===== config.mk =====
export PLATFORM = sky130hd
export DESIGN_NAME = fetch_redirect_ctrl_flat
export DESIGN_NICKNAME = d
export VERILOG_FILES = /design/src/rtl/fetch_redirect_ctrl_pkg.sv /design/src/rtl/fetch_redirect_ctrl_if.sv /design/src/rtl/fetch_redirect_ctrl_perf_cnt.sv /design/src/rtl/fetch_redirect_ctrl.sv /design/src/flat_wrapper.sv
export SDC_FILE = /design/constraint.sdc
export NUM_CORES = 1
export LEC_CHECK = 0
export BUFFER_PORTS_ARGS = -buffer_cell sky130_fd_sc_hd__clkbuf_2
export CAP_MARGIN = 20
export CORE_ASPECT_RATIO = 1.2
export CORE_UTILIZATION = 45
export CTS_BUF_LIST = sky130_fd_sc_hd__clkbuf_4 sky130_fd_sc_hd__clkbuf_8 sky130_fd_sc_hd__clkbuf_16
export DETAILED_ROUTE_END_ITERATION = 10
export GPL_TIMING_DRIVEN = 0
export PLACE_DENSITY = 0.87
export RECOVER_POWER = 50
export SYNTH_ARGS = -nofsm -noshare
export SYNTH_HDL_FRONTEND = slang
export SYNTH_SLANG_ARGS = --single-unit

===== constraint.sdc =====
create_clock -name clk -period 4.79 [get_ports clk]
set_input_delay 0.7185 -clock clk [delete_from_list [all_inputs] [get_ports clk]]
set_output_delay 0.7185 -clock clk [all_outputs]
set_load 0.01 [all_outputs]

===== src/rtl/fetch_redirect_ctrl_pkg.sv =====
// Purpose : shared types and opcodes for the fetch redirect controller.
// Latency : n/a (types, constants and one pure helper function only).
// Backpr. : n/a.
// Contents: redir_state_t, pc_sel_t, OPC_JAL/OPC_JALR, is_jump().
package fetch_ctrl_pkg;

    typedef enum logic [1:0] {RUN, STALL, FLUSH} redir_state_t;

    typedef enum logic [1:0] {SEL_SEQ, SEL_ALU, SEL_TRAP, SEL_EPC} pc_sel_t;

    localparam logic [6:0] OPC_JAL  = 7'b1101111;
    localparam logic [6:0] OPC_JALR = 7'b1100111;

    function automatic logic is_jump(input logic [6:0] opc);
        return (opc == OPC_JAL) || (opc == OPC_JALR);
    endfunction

endpackage


===== src/rtl/fetch_redirect_ctrl_if.sv =====
// Purpose : bundle between the EX stage / PC register and the redirect controller.
// Latency : n/a (wires only).
// Backpr. : mem_stall from data memory; stall_pc back to the PC and IF/EX registers.
// Modports: slave = controller side, master = pipeline side.
// With REDIRECT_CNT_EN defined, the redirect_cnt/trap_cnt counter outputs are added.
interface fetch_redirect_ctrl_if #(parameter int XLEN = 32);
    import fetch_ctrl_pkg::*;

    logic [6:0]      opcode_ex;
    logic            br_taken;
    logic [XLEN-1:0] alu_target;
    logic [XLEN-1:0] pc_ex;
    logic            trap_req;
    logic [XLEN-1:0] trap_vec;
    logic            mret;
    logic [XLEN-1:0] mepc;
    logic            mem_stall;
    pc_sel_t         pc_sel;
    logic [XLEN-1:0] redirect_pc;
    logic            redirect_valid;
    logic            stall_pc;
    logic            flush_if;
    logic            flush_ex;
    logic            trap_ack;
    logic [XLEN-1:0] epc_out;
`ifdef REDIRECT_CNT_EN
    logic [31:0]     redirect_cnt;
    logic [31:0]     trap_cnt;

    modport slave (
        input  opcode_ex, br_taken, alu_target, pc_ex, trap_req, trap_vec, mret, mepc, mem_stall,
        output pc_sel, redirect_pc, redirect_valid, stall_pc, flush_if, flush_ex, trap_ack, epc_out,
               redirect_cnt, trap_cnt
    );
    modport master (
        output opcode_ex, br_taken, alu_target, pc_ex, trap_req, trap_vec, mret, mepc, mem_stall,
        input  pc_sel, redirect_pc, redirect_valid, stall_pc, flush_if, flush_ex, trap_ack, epc_out,
               redirect_cnt, trap_cnt
    );
`else
    modport slave (
        input  opcode_ex, br_taken, alu_target, pc_ex, trap_req, trap_vec, mret, mepc, mem_stall,
        output pc_sel, redirect_pc, redirect_valid, stall_pc, flush_if, flush_ex, trap_ack, epc_out
    );
    modport master (
        output opcode_ex, br_taken, alu_target, pc_ex, trap_req, trap_vec, mret, mepc, mem_stall,
        input  pc_sel, redirect_pc, redirect_valid, stall_pc, flush_if, flush_ex, trap_ack, epc_out
    );
`endif

endinterface


===== src/rtl/fetch_redirect_ctrl_perf_cnt.sv =====
// Purpose : free-running redirect and trap-entry event counters (wrap modulo 2^32).
// Latency : count visible the cycle after the event.
// Backpr. : none; counts every strobe presented.
// Ports   : clk, reset, inc_redirect_i, inc_trap_i -> redirect_cnt_o, trap_cnt_o.
module redirect_perf_cnt (
    input  logic        clk,
    input  logic        reset,
    input  logic        inc_redirect_i,
    input  logic        inc_trap_i,
    output logic [31:0] redirect_cnt_o,
    output logic [31:0] trap_cnt_o
);

    logic [31:0] redirect_cnt_q, redirect_cnt_d;
    logic [31:0] trap_cnt_q, trap_cnt_d;

    always_comb begin
        redirect_cnt_d = redirect_cnt_q + {31'd0, inc_redirect_i};
        trap_cnt_d     = trap_cnt_q + {31'd0, inc_trap_i};
    end

    always_ff @(posedge clk) begin
        if (reset) begin
            redirect_cnt_q <= 32'd0;
            trap_cnt_q     <= 32'd0;
        end else begin
            redirect_cnt_q <= redirect_cnt_d;
            trap_cnt_q     <= trap_cnt_d;
        end
    end

    assign redirect_cnt_o = redirect_cnt_q;
    assign trap_cnt_o     = trap_cnt_q;

endmodule


===== src/rtl/fetch_redirect_ctrl.sv =====
// Purpose : fetch PC sequencer; arbitrates trap > mret > jump/branch > mem_stall, flushes after redirects.
// Latency : redirect_valid/pc_sel/redirect_pc/flush_if same cycle; trap_ack/epc_out/flush_ex registered.
// Backpr. : mem_stall raises stall_pc and freezes STALL/FLUSH; a redirect wins over a same-cycle stall.
// Ports   : clk, reset (sync, active-high), bus (fetch_redirect_ctrl_if.slave).
// Option  : REDIRECT_CNT_EN adds redirect_cnt/trap_cnt via redirect_perf_cnt.
module fetch_redirect_ctrl
    import fetch_ctrl_pkg::*;
#(
    parameter int              XLEN         = 32,
    parameter int              FLUSH_CYCLES = 1,
    parameter logic [XLEN-1:0] RESET_VEC    = '0
) (
    input  logic                  clk,
    input  logic                  reset,
    fetch_redirect_ctrl_if.slave  bus
);

    redir_state_t    state_q, state_d;
    logic [1:0]      cnt_q, cnt_d;
    logic            pend_q, pend_d;
    logic [XLEN-1:0] pvec_q, pvec_d;
    logic [XLEN-1:0] epc_q, epc_d;
    logic            ack_q, ack_d;

    pc_sel_t         sel;
    logic [XLEN-1:0] rpc;
    logic            rvld;
    logic            stall;
    logic            fex;

    always_comb begin
        state_d = state_q;
        cnt_d   = cnt_q;
        pend_d  = pend_q;
        pvec_d  = pvec_q;
        epc_d   = epc_q;
        ack_d   = 1'b0;
        sel     = SEL_SEQ;
        rpc     = RESET_VEC;
        rvld    = 1'b0;
        stall   = 1'b0;
        fex     = 1'b0;
        // Gating with reset keeps every output quiet while reset is held,
        // even before the synchronous reset has taken effect on state_q.
        if (!reset) begin
            case (state_q)
                RUN: begin
                    if (bus.trap_req || pend_q) begin
                        // A trap latched during a stall uses the vector seen then.
                        sel     = SEL_TRAP;
                        rpc     = pend_q ? pvec_q : bus.trap_vec;
                        rvld    = 1'b1;
                        ack_d   = 1'b1;
                        epc_d   = bus.pc_ex;
                        pend_d  = 1'b0;
                    end else if (bus.mret) begin
                        sel     = SEL_EPC;
                        rpc     = bus.mepc;
                        rvld    = 1'b1;
                    end else if (is_jump(bus.opcode_ex) || bus.br_taken) begin
                        sel     = SEL_ALU;
                        rpc     = bus.alu_target;
                        rvld    = 1'b1;
                    end else if (bus.mem_stall) begin
                        stall   = 1'b1;
                        state_d = STALL;
                    end
                    // Redirect beats a coincident mem_stall; FLUSH then sees the stall.
                    if (rvld) begin
                        state_d = FLUSH;
                        cnt_d   = 2'(FLUSH_CYCLES);
                    end
                end
                STALL: begin
                    // EX is held, so only a trap needs remembering; jumps re-evaluate in RUN.
                    stall = 1'b1;
                    if (bus.trap_req) begin
                        pend_d = 1'b1;
                        pvec_d = bus.trap_vec;
                    end
                    if (!bus.mem_stall) begin
                        state_d = RUN;
                    end
                end
                FLUSH: begin
                    fex = 1'b1;
                    if (bus.mem_stall) begin
                        stall = 1'b1;
                    end else if (cnt_q <= 2'd1) begin
                        state_d = RUN;
                    end else begin
                        cnt_d = cnt_q - 2'd1;
                    end
                end
                default: state_d = RUN;
            endcase
        end
    end

    always_ff @(posedge clk) begin
        if (reset) begin
            state_q <= RUN;
            cnt_q   <= 2'd0;
            pend_q  <= 1'b0;
            pvec_q  <= RESET_VEC;
            epc_q   <= RESET_VEC;
            ack_q   <= 1'b0;
        end else begin
            state_q <= state_d;
            cnt_q   <= cnt_d;
            pend_q  <= pend_d;
            pvec_q  <= pvec_d;
            epc_q   <= epc_d;
            ack_q   <= ack_d;
        end
    end

    assign bus.pc_sel         = sel;
    assign bus.redirect_pc    = rpc;
    assign bus.redirect_valid = rvld;
    assign bus.flush_if       = rvld;
    assign bus.stall_pc       = stall;
    assign bus.flush_ex       = fex;
    assign bus.trap_ack       = ack_q;
    assign bus.epc_out        = epc_q;

`ifdef REDIRECT_CNT_EN
    redirect_perf_cnt u_perf_cnt (
        .clk            (clk),
        .reset          (reset),
        .inc_redirect_i (rvld),
        .inc_trap_i     (ack_q),
        .redirect_cnt_o (bus.redirect_cnt),
        .trap_cnt_o     (bus.trap_cnt)
    );
`endif

endmodule

===== src/flat_wrapper.sv =====
// flat-port wrapper written by rule: the top's interface ports become plain ports
module fetch_redirect_ctrl_flat import fetch_ctrl_pkg::*;
#(
    parameter int              XLEN         = 32,
    parameter int              FLUSH_CYCLES = 1,
    parameter logic [XLEN-1:0] RESET_VEC    = '0
)
  (clk, reset, bus_opcode_ex, bus_br_taken, bus_alu_target, bus_pc_ex, bus_trap_req, bus_trap_vec, bus_mret, bus_mepc, bus_mem_stall, bus_pc_sel, bus_redirect_pc, bus_redirect_valid, bus_stall_pc, bus_flush_if, bus_flush_ex, bus_trap_ack, bus_epc_out);
  fetch_redirect_ctrl_if #(.XLEN(XLEN)) bus_i ();
  input  logic clk;
  input  logic reset;
  input wire logic [$bits(bus_i.opcode_ex)-1:0] bus_opcode_ex;
  input wire logic [$bits(bus_i.br_taken)-1:0] bus_br_taken;
  input wire logic [$bits(bus_i.alu_target)-1:0] bus_alu_target;
  input wire logic [$bits(bus_i.pc_ex)-1:0] bus_pc_ex;
  input wire logic [$bits(bus_i.trap_req)-1:0] bus_trap_req;
  input wire logic [$bits(bus_i.trap_vec)-1:0] bus_trap_vec;
  input wire logic [$bits(bus_i.mret)-1:0] bus_mret;
  input wire logic [$bits(bus_i.mepc)-1:0] bus_mepc;
  input wire logic [$bits(bus_i.mem_stall)-1:0] bus_mem_stall;
  output wire logic [$bits(bus_i.pc_sel)-1:0] bus_pc_sel;
  output wire logic [$bits(bus_i.redirect_pc)-1:0] bus_redirect_pc;
  output wire logic [$bits(bus_i.redirect_valid)-1:0] bus_redirect_valid;
  output wire logic [$bits(bus_i.stall_pc)-1:0] bus_stall_pc;
  output wire logic [$bits(bus_i.flush_if)-1:0] bus_flush_if;
  output wire logic [$bits(bus_i.flush_ex)-1:0] bus_flush_ex;
  output wire logic [$bits(bus_i.trap_ack)-1:0] bus_trap_ack;
  output wire logic [$bits(bus_i.epc_out)-1:0] bus_epc_out;
  assign bus_i.opcode_ex = bus_opcode_ex;
  assign bus_i.br_taken = bus_br_taken;
  assign bus_i.alu_target = bus_alu_target;
  assign bus_i.pc_ex = bus_pc_ex;
  assign bus_i.trap_req = bus_trap_req;
  assign bus_i.trap_vec = bus_trap_vec;
  assign bus_i.mret = bus_mret;
  assign bus_i.mepc = bus_mepc;
  assign bus_i.mem_stall = bus_mem_stall;
  assign bus_pc_sel = bus_i.pc_sel;
  assign bus_redirect_pc = bus_i.redirect_pc;
  assign bus_redirect_valid = bus_i.redirect_valid;
  assign bus_stall_pc = bus_i.stall_pc;
  assign bus_flush_if = bus_i.flush_if;
  assign bus_flush_ex = bus_i.flush_ex;
  assign bus_trap_ack = bus_i.trap_ack;
  assign bus_epc_out = bus_i.epc_out;
  fetch_redirect_ctrl #(.XLEN(XLEN), .FLUSH_CYCLES(FLUSH_CYCLES), .RESET_VEC(RESET_VEC)) u_core (.clk(clk), .reset(reset), .bus(bus_i));
endmodule

==> metrics.cfg <==
[status]
status=completed

[cells_and_area]
nets=990
mostFrequentLayoutCell=sky130_fd_sc_hd__clkbuf_2
number_of_fill_cells_in_the_layout=923
n_antenna_cell=0
final_util_pct=62.3
mostFrequentLayoutCells=sky130_fd_sc_hd__clkbuf_2, sky130_fd_sc_hd__clkbuf_1, sky130_fd_sc_hd__dfxtp_1
post_route_cells_drive_above_1_share_pct=26.2
syn_to_final_growth_pct=32.6

[setup_path]
max_stage_delay_ps=540
setup.worst_path.start_class=primary input
cp.arrival_ps=2930
critical_path.max_fanout=10
end_kind=output port
crit_family=buffers and inverters
timing.critical_path.required_ps=4070
worst-path-buf-inv=5
path_cells=clkbuf_1 > clkbuf_1 > or2_0 > clkbuf_1 > clkbuf_1 > nor3_1 > nor3_2 > clkbuf_2
worstSetupPathType=primary input to output port
critical_path.slowest_cell=sky130_fd_sc_hd__clkbuf_1
critPathMostFrequentCell=sky130_fd_sc_hd__clkbuf_1

[sta]
fin_skew_ps=6.08
finalCriticalPeriod_ps=3650
maxSlewHeadroom_pct=55.7
grt_setup_unrepaired=false
hold_viol=0
finalSetupTns_ps=0
timing.fmax_mhz=274
finalSetupViolCount=0
fin_worst_hold_slack_ps=454
finalCritPeriodShare_pct=76.3
slew_viol_final=0
timing_worst_slew_pin_value_ps=665

[detailed_routing]
first_pass_iters=7
detailedRoute.firstIterationViolations=181
drt-total-wl_um=14400
drc_errors=0
num_vias=5330
drt.antenna.violating_nets=0
routedWlPerCell_um=14.8
detail_route.vias_per_cell=5.47

[yosys]
synth_top_family_by_area=simple AND/OR/NAND/NOR gates
synth_area_in_adders_pct=0.277
synth_compound_area_share_pct=24.7
synth.yosys.warnings=0
syn-num-nets=770
synth_simple_gate_area_share_pct=34.0
post_synth.cell_area_avg_um2=7.19
netlist-cell-type-count=37
synth.ff_latch_count=70
yosys.area_share.xor_xnor_pct=0
synth_seq_area_share_pct=31.0
post_synth_mux_area_share_pct=0.222
syn-instance-count=628
post_synth_design_cell_area_mm2=0.00452

[power]
static_leakage_nw=2.32
ir_worst_vdd_v=0.000196
power-per-cell-area_mw_per_mm2=295

[clocking]
clock_tree.htree_level_count=3
tritoncts.num_buffers=9
buffer_depth_of_the_longest_clock_path=2
postCtsSetupRepairBufs=0
clkSlewWorstSetupHoldPaths_ps=50
numClockSinks=70
tritoncts=built
cts_hold_repair.buffers=0
cts-resized-gates=0
clock_insertion_delay_worst_skew_ps=330
clock_tree.root_cell=sky130_fd_sc_hd__clkbuf_16

[floorplan]
die_h_um=112
core-area_mm2=0.00961
starting_density_pct=47.0
std_cell_rows=39
floorplan.io_pins=212
die_w_um=93.4
dieArea_mm2=0.0104

[grt]
global_route.usage.total_pct=27.4
grt_max_degree=13
grt_antenna_before_repair=0
grt_pass1_wl_um=23000
globalRouteOverflowTotal=0
grt_pass1_vias=5054

[placement]
finalWeightedCongestion=0.878
dp_hpwl_um=11000
io_buffers=209

[flow_run]
cap_viol_max_count=0

[worst_hold_path]
min-delay-path-class=register to register

sequential cells by signal, indices dropped and copies added, names as in the netlist:
register and flops:
u_core.state_q 2, u_core.bus.trap_ack 1, u_core.pvec_q 32, u_core.pend_q 1, u_core.bus.epc_out 32, u_core.cnt_q 2
synth_stat cells, drive strengths merged:
| master | instances | share of area (%) |
|---|---|---|
| dfxtp | 70 | 31 |
| nor3 | 67 | 10 |
| a21oi | 66 | 7.3 |
| nand2 | 64 | 5.3 |
| clkbuf | 54 | 4.5 |
| nor2 | 37 | 3.1 |
| inv | 36 | 3.0 |
| nor2b | 34 | 4.7 |
| o21ai | 34 | 3.8 |
| a211oi | 33 | 5.5 |
| a221o | 32 | 7.1 |
| and2 | 32 | 4.4 |
| nand3 | 32 | 3.5 |
| buf | 14 | 2.2 |
| nor3b | 3 | 0.50 |
| nand3b | 2 | 0.33 |
| o2111a | 2 | 0.50 |
| or2 | 2 | 0.28 |
| or3 | 2 | 0.28 |
| a211o | 1 | 0.19 |
| a21o | 1 | 0.17 |
| a311oi | 1 | 0.19 |
| and3 | 1 | 0.14 |
| and3b | 1 | 0.19 |
| and4 | 1 | 0.19 |
| ha | 1 | 0.28 |
| mux2i | 1 | 0.22 |
| nand2b | 1 | 0.14 |
| nor4b | 1 | 0.19 |
| or4 | 1 | 0.17 |
| or4b | 1 | 0.22 |
worst register-to-register path, cell delays in order (launching register included):
cell	delay, ps
sky130_fd_sc_hd__dfxtp_1	460
sky130_fd_sc_hd__or2_0	220
sky130_fd_sc_hd__clkbuf_1	540
sky130_fd_sc_hd__clkbuf_1	520
sky130_fd_sc_hd__nand3_1	140
sky130_fd_sc_hd__a21oi_1	140
layer usage:
layer	track usage, %	share of wire, %
met1	31.1	40
met2	48.4	49
met3	6.76	8.0
met4	11.3	3.1
met5	0	0
worst paths after layout:
kind / start / end / slack (ps) / cells after the start
worst min register to register: u_core.pvec_q[15] / u_core.pvec_q[15] / 450 / 2
worst max register to register: u_core.pend_q / u_core.bus.epc_out[28] / 2720 / 5
worst min-delay path: u_core.pvec_q[15] / u_core.pvec_q[15] / 450 / 2
worst max-delay path: bus_trap_req / bus_redirect_pc[29] / 1140 / 8
final cells by class:
| cell class | instances | area, µm² | share of cell area [%] |
|---|---|---|---|
| Multi-Input combinational cell | 454 | 2680 | 44.7 |
| Sequential cell | 70 | 1400 | 23.4 |
| Timing Repair Buffer | 209 | 1000 | 16.8 |
| Buffer | 68 | 298 | 4.97 |
| Clock buffer | 10 | 239 | 3.99 |
| Tap cell | 123 | 154 | 2.57 |
| Inverter | 36 | 135 | 2.26 |
| Clock inverter | 5 | 83.8 | 1.40 |
stage by stage:
stage	instance area (µm²)	worst slack (ps)	total power [mW]	std cells
final	5990	1140	1.77	975
after global routing	5990	944	1.85	975
after CTS	6040	1580	1.78	975
after detailed placement	5720	1580	1.07	960
after global placement	5720	1560	1.06	960
after floorplan	4520	2160	0.898	628
where the power goes:
part / total, mW / internal, mW / switching, mW
registers: 0.623 / 0.609 / 0.0148
clock network: 0.718 / 0.468 / 0.250
logic: 0.428 / 0.182 / 0.246
total: 1.77 / 1.26 / 0.511
kinds of logic after synthesis:
| logic type | after synthesis |
|---|---|
| and+or+nand+nor | 282 |
| AOI/OAI and AO/OA | 170 |
| buffers and inverters | 104 |
| DFF | 70 |
| muxes | 1 |
| adders and majority gates | 1 |
Power figures use the tool's default switching activity.
